### src/rtl/tx_message_control.sv
// tx_message_control: CAN transmit buffer control register with request/retry/abort FSM.
module tx_message_control #(
  parameter int MAXRETRY = 15
) (
  input  logic        clk,
  input  logic        rst,
  input  logic        cpu,
  input  logic [15:0] din,
  input  logic        txstart,
  input  logic        txok,
  input  logic        txlost,
  input  logic        txerr,
  output logic        txreq,
  output logic        irq,
  output logic [15:0] regout
);
  typedef enum logic [1:0] {IDLE, PENDING, ACTIVE} state_t;
  localparam logic [3:0] MAXR = 4'(MAXRETRY);
  state_t     state, state_n;
  logic       tsuc, tabt, terr, abort_pend;
  logic [3:0] cnt, cnt_inc;
  logic [7:0] cfg;
  logic       abort_wr, start_req, abt_any, fail;
  always_comb begin
    abort_wr  = cpu && din[13];
    start_req = state == IDLE && cpu && din[15];
    cnt_inc   = cnt + {3'b000, cnt != 4'd15};
    abt_any   = abort_pend || abort_wr;
    fail      = state == ACTIVE && !txok && (txerr || txlost);
  end
  always_ff @(posedge clk or negedge rst)
    if (!rst) state <= IDLE;
    else      state <= state_n;
  always_comb begin
    state_n = IDLE;
    case (state)
      IDLE:    state_n = start_req ? PENDING : IDLE;
      PENDING: state_n = txstart ? ACTIVE : abort_wr ? IDLE : PENDING;
      ACTIVE:  state_n = txok ? IDLE : !(txerr || txlost) ? ACTIVE :
                         (abt_any || cnt_inc == MAXR) ? IDLE : PENDING;
      default: state_n = IDLE;
    endcase
  end
  always_comb begin
    txreq  = state == PENDING;
    regout = {state != IDLE, tsuc, tabt, terr, cnt, cfg & 8'hBF};
  end
  // status bits: a transition-driven set always overrides a same-cycle CPU clear
  always_ff @(posedge clk or negedge rst)
    if (!rst) begin
      tsuc       <= 1'b0;
      tabt       <= 1'b0;
      terr       <= 1'b0;
      cnt        <= 4'd0;
      cfg        <= 8'h00;
      abort_pend <= 1'b0;
      irq        <= 1'b0;
    end else begin
      tsuc       <= (state == ACTIVE && txok) || (tsuc && !(cpu && !din[14]) && !start_req);
      tabt       <= (state == PENDING && !txstart && abort_wr) || (fail && abt_any) ||
                    (tabt && !(cpu && !din[13]) && !start_req);
      terr       <= (fail && !abt_any && cnt_inc == MAXR) || (terr && !(cpu && !din[12]) && !start_req);
      cnt        <= start_req ? 4'd0 : fail ? cnt_inc : cnt;
      if (state == IDLE && cpu) cfg <= din[7:0];
      abort_pend <= state == ACTIVE && state_n == ACTIVE && abt_any;
      irq        <= cfg[7] && state != IDLE && state_n == IDLE;
    end
endmodule

### config.mk
export PLATFORM = sky130hd
export DESIGN_NAME = tx_message_control
export DESIGN_NICKNAME = d
export VERILOG_FILES = /design/src/rtl/tx_message_control.sv
export SDC_FILE = /design/constraint.sdc
export NUM_CORES = 1
export LEC_CHECK = 0
export ABC_CLOCK_PERIOD_IN_PS = 1900
export CAP_MARGIN = 20
export CELL_PAD_IN_SITES_DETAIL_PLACEMENT = 1
export CELL_PAD_IN_SITES_GLOBAL_PLACEMENT = 1
export CORE_ASPECT_RATIO = 0.75
export CORE_MARGIN = 5
export CORE_UTILIZATION = 31
export CTS_BUF_LIST = sky130_fd_sc_hd__clkbuf_2
export DETAILED_ROUTE_END_ITERATION = 7
export PLACE_DENSITY_LB_ADDON = 0.12
export SYNTH_ARGS = -nofsm -noshare
export SYNTH_HDL_FRONTEND = slang
export SYNTH_SLANG_ARGS = --single-unit
### constraint.sdc
create_clock -name clk -period 1.9 [get_ports clk]
set_clock_uncertainty 0.05 [all_clocks]
set_input_delay 0.57 -clock clk [delete_from_list [all_inputs] [get_ports clk]]
set_output_delay 0.57 -clock clk [all_outputs]
set_load 0.03 [all_outputs]
Yosys cells after proc, flatten, opt, wreduce, memory -nomap -nowiden --
Cells that the tools add are included. Widths: inputs -> output; s select.
Storage, ports and cells: register bits after elaboration 19, bits in latches 0, memory bits (writable) 0, bits in read-only memories 0, logic and storage cells 68, memories kept 0
Cells by class: add/sub/neg operators 1, multiply operators 0, div/mod/pow operators 0, $lt $le $gt $ge 0, equality and inequality tests 5, shift-type cells 0, multiplexer cells 9, bitwise gates (word level) 0, reductions and logical operators 45
Operators by type and width (number):
- $logic_and 1x1->1 | 24
- $logic_not 1->1 | 10
- $mux 4 | 2
- $logic_or 1x1->1 | 7
- $mux 2 | 3
- $pmux 2 s3 | 1
- $add 4x1->4 | 1
- $eq 2x2->1 const B | 2
- $eq 4x4->1 const B | 1
- $logic_not 2->1 | 2
- $ne 4x4->1 const B | 1
- $reduce_bool 2->1 | 2
- $mux 1 | 3
- $eq 2x1->1 const B | 1

Depth between registers and ports, before layout --
depth in word-level cells 11, gate-level depth with buffers 6, depth with buffers taken out 6

Least setup slack after synthesis --
No wires, ideal clock.
kind flip-flop to flip-flop, from reg cnt[2], to reg irq, setup time 0.067 ns, data arrival time 1.802 ns, path slack -0.019 ns, cell stages (with the launch flop) 7, period minus slack after synthesis 1.919 ns, cells stage by stage dfrtp_1 nand4_1 ha_1 ha_1 xnor2_1 o311ai_0 and3_1
Between the ends: cells in the longest elaborated chain, start to end 10
RTL lines:
- start: declaration | line 21 | logic [3:0] cnt, cnt_inc;
- start signal: assignment | line 63 | cnt <= start_req ? 4'd0 : fail ? cnt_inc : cnt;
- $ne 4x4->1 | line 27 | cnt_inc = cnt + {3'b000, cnt != 4'd15};
- $add 4x1->4 * | line 27
- $eq 4x4->1 * | line 40 | (abt_any || cnt_inc == MAXR) ? IDLE : PENDING;
- $logic_or 1x1->1 * | line 40
- $mux 1 * | line 40
- $mux 2 * (2 in a row) | line 39 | ACTIVE: state_n = txok ? IDLE : !(txerr || txlost) ? ACTIVE :
- $pmux 2 s3 * | line 36 | case (state)
- $logic_not 2->1 * | line 66 | irq <= cfg[7] && state != IDLE && state_n == IDLE;
- $logic_and 1x1->1 * | line 66
- end signal: assignment | line 57 | irq <= 1'b0;
- end signal: assignment | line 66
- end: declaration | line 14 | output logic irq,
Mark *: on every way between the ends. The rest lies on a longest branch, timed or not. A chain may end at the register's enable or synchronous reset.

Worst setup path after layout --
from reg state[0], to out regout[15]
Between the ends: cells in the longest elaborated chain, start to end 1
RTL lines:
- start: declaration | line 19 | state_t state, state_n;
- start signal: assignment | line 33 | else state <= state_n;
- $reduce_bool 2->1 | line 46 | regout = {state != IDLE, tsuc, tabt, terr, cnt, cfg & 8'hBF};
- end: declaration | line 15 | output logic [15:0] regout
No other way between the ends.

==> summary.txt <==
Layout
  • Area occupied by multi-input gates: roughly 420 um2
  • Layout Cells excl Fill: between 150 and 200
  • Seq. cell area: around 450 um2
  • Nets: 158
  • Syn-to-layout area delta: 52.2%
  • Ant. Diodes: 0
  • Fill cells: approximately 310
  • Final instance area: 1370 um2
  • Ratio of cells with drive above 1 in the final layout: between 20% and 30%

Worst setup path
  • Reg-to-reg slack, setup: approximately 0.17 ns
  • Critical-path top delay cell: dfrtp_1
  • Reg-to-reg startpoint: cnt[1]$_DFFE_PN0P_
  • Reg2reg end: irq$_DFF_PN0_
  • Crit path cell chain: or2_2 -> buf_2
  • WP data arrival: between 1 and 1.5 ns
  • CP delay by family, top: flip-flops
  • CP required: roughly 1.3 ns
  • Reg2Reg Depth: 6
  • Critical path origin: state[0]$_DFF_PN0_
  • CP peak stage delay: ~0.42 ns
  • WP buf/inv: 1
  • Type of origin of the critical path: register
  • Worst setup EP type: output port
  • Worst Path Max Fanout: 2
  • Crit path kind: reg2out

Floorplan
  • Row Count: 16
  • Die Ht: 56.7 um
  • DIE AREA: between 4000 and 5000 um2
  • Ports: 41
  • Chip width: slightly above 70 um
  • Total core area: 2700 um2
  • Starting density of the core: 33.3%

Routing
  • 1st-iter DRT viols: 44
  • DR WL/cell: 14.9 um
  • Routed WL: 2510 um
  • Vias/cell: 4.79
  • DRC: 0
  • Final ANT Viol Nets: 0
  • DRT Pass-1 Iters: 3
  • Via count: between 800 and 900

Outcome
  • Outcome: complete, no violations

Hold path
  • Hold Crit Class: reg2reg
  • Worst hold path endpoint: tabt$_DFF_PN0_
  • Worst hold start: abort_pend$_DFF_PN0_
  • WHS Path Cells: 1

Global routing
  • Vias in the first global route: slightly above 900
  • Global-route wire length before repair: approximately 4300 um
  • Total GRT Usage: between 10% and 20%
  • GRT overflow: 0
  • Initial antenna violation count: 0
  • Largest net degree at the start of global routing: 19

Clocking
  • Number of buffers created by CTS: 3
  • Htree depth: 1
  • Clk buf depth: 2
  • CTS tree: yes
  • Later-pin clock latency in the skew report: around 0.31 ns
  • Clock Tree Root: clkbuf_2
  • CTS sink cnt: 18
  • Clock transition at path regs: approximately 0.18 ns

STA
  • Hold Fails Final Rpt: 0
  • Peak Freq: between 500 and 600 MHz
  • Tmin final: ~1.8 ns
  • Endpoints failing setup: 0
  • Fin crit share: a little over nine tenths
  • Sum Neg Setup Slack: 0 ns
  • RSZ-0062 raised after global routing: true
  • Max Slew Vio Count: 0

Place
  • Routability cong.: around 0.84
  • Hpwl dp: ~2000 um
  • DP Cell Count: roughly 160
  • Dpl cell area: 1350 um2
  • Port bufs: 34

Synth
  • Mean Syn Cell Area: roughly 11 um2
  • Yosys reg bits: 18
  • Post-synthesis cell area: around 900 um2
  • Cell variety after synth: 30
  • Synth Flop Type: dfrtp_1
  • Yosys warnings: 0
  • Cell count after synthesis: 84
  • Seq/Total Area, Yosys: around half
  • Syn nets: 109
  • Fraction of registers with async set/reset: between 90% and 100%
  • Post-synth EDFFs: 0

Power and ir drop
  • Power, Total: 0.00114 W
  • Max VDD drop: between 400 and 500 uV
  • Total power divided by cell area: approximately 830 nW/um2
  • Static Leakage: roughly 0.66 nW

Run
  • # Max-Cap Violations: 0
## cells by family (layout without fill, tap and decap cells)
group / count (synthesis) / after routing / synth area share [%]
XOR/XNOR: 2 / 2 / 1.95
buffers and inverters: 7 / 55 / 5.42
multiplexers: 8 / 8 / 9.88
adder cells (fa/ha/maj): 2 / 2 / 2.78
other: 1 / 1 / 0.417
flip-flops: 18 / 18 / 50.1
AO/OA/AOI/OAI: 17 / 17 / 12.9
AND/OR/NAND/NOR: 29 / 29 / 16.6
## cell usage in the layout (no fill, tap or decap), types with 2 or more instances in the layout
cell	netlist	final
dfrtp_1	18	17
clkdlybuf4s50_1	0	17
nand2_1	14	14
dlygate4sd2_1	0	14
buf_4	4	14
mux2_2	7	7
o21ai_0	4	4
clkbuf_2	0	4
nor2_1	4	3
a21oi_1	3	3
o211ai_1	3	3
or2_2	2	2
nand3_1	2	2
nor4_1	2	2
ha_1	2	2
buf_6	1	2
## registers in the layout (all words and copies together), names as in the netlist
name and flops:
tabt 1, cnt 4, terr 1, abort_pend 1, tsuc 1, irq 1, state 2, cfg 7
## Yosys cell counts (2+ instances only)
cell type	number	area, um2
o211ai_1	3	22.5
nand2_1	14	52.6
a21oi_1	3	15.0
nor2_1	4	15.0
nor4_1	2	12.5
mux2_2	7	78.8
buf_4	4	30.0
inv_1	2	7.51
ha_1	2	25.0
o21ai_0	4	20.0
nand3_1	2	10.0
dfrtp_1	18	450
or2_2	2	12.5
## through the flow
stage | hold slack (ns) | utilization [%] | setup WS [ns]
2_1_floorplan | 0.224 | - | 0.0000210
3_3_place_gp | 0.427 | 49.9 | -0.103
3_5_place_dp | 0.447 | 49.9 | -0.158
4_1_cts | 0.484 | 50.0 | -0.0219
5_1_grt | 0.483 | 50.6 | -0.000543
6_report | 0.471 | 50.6 | 0.0881
## power by group
part	leakage, nW	switching (W)	internal (W)
Sequential	0.230	0.0000346	0.000446
Clock	0.0140	0.000123	0.0000458
Combinational	0.419	0.000283	0.000206
## how the worst max path moves through the flow
stage	end	slack (ns)	cells after the start
floorplan	irq$_DFF_PN0_	0.00002	6
global placement	irq$_DFF_PN0_	-0.10	5
detailed placement	irq$_DFF_PN0_	-0.16	5
CTS	regout[15]	-0.02	2
global route	regout[15]	-0.0005	2
finish	regout[15]	0.09	2
## routing by layer
| metal | GRT usage, % | wire [um] |
|---|---|---|
| met5 | 0 | 0 |
| met4 | 4.02 | 14 |
| met3 | 5.88 | 177 |
| met2 | 22.8 | 1240 |
| met1 | 15.7 | 1070 |
## final cells by class
type	instances	share of cell area (%)
inverter	2	0.548
sequential	18	33.0
clock inverter	1	0.274
timing repair buffer	49	31.4
tap	36	3.29
multi-input combinational	59	30.3
clock buffer	3	1.10
## repair_timing
action,in CTS,in global routing
setup buffers,0,1
pin swaps,0,1
gates resized for setup,20,9
setup endpoints to repair,18,6
hold buffers,0,0
(Power assumes the default switching activity.)
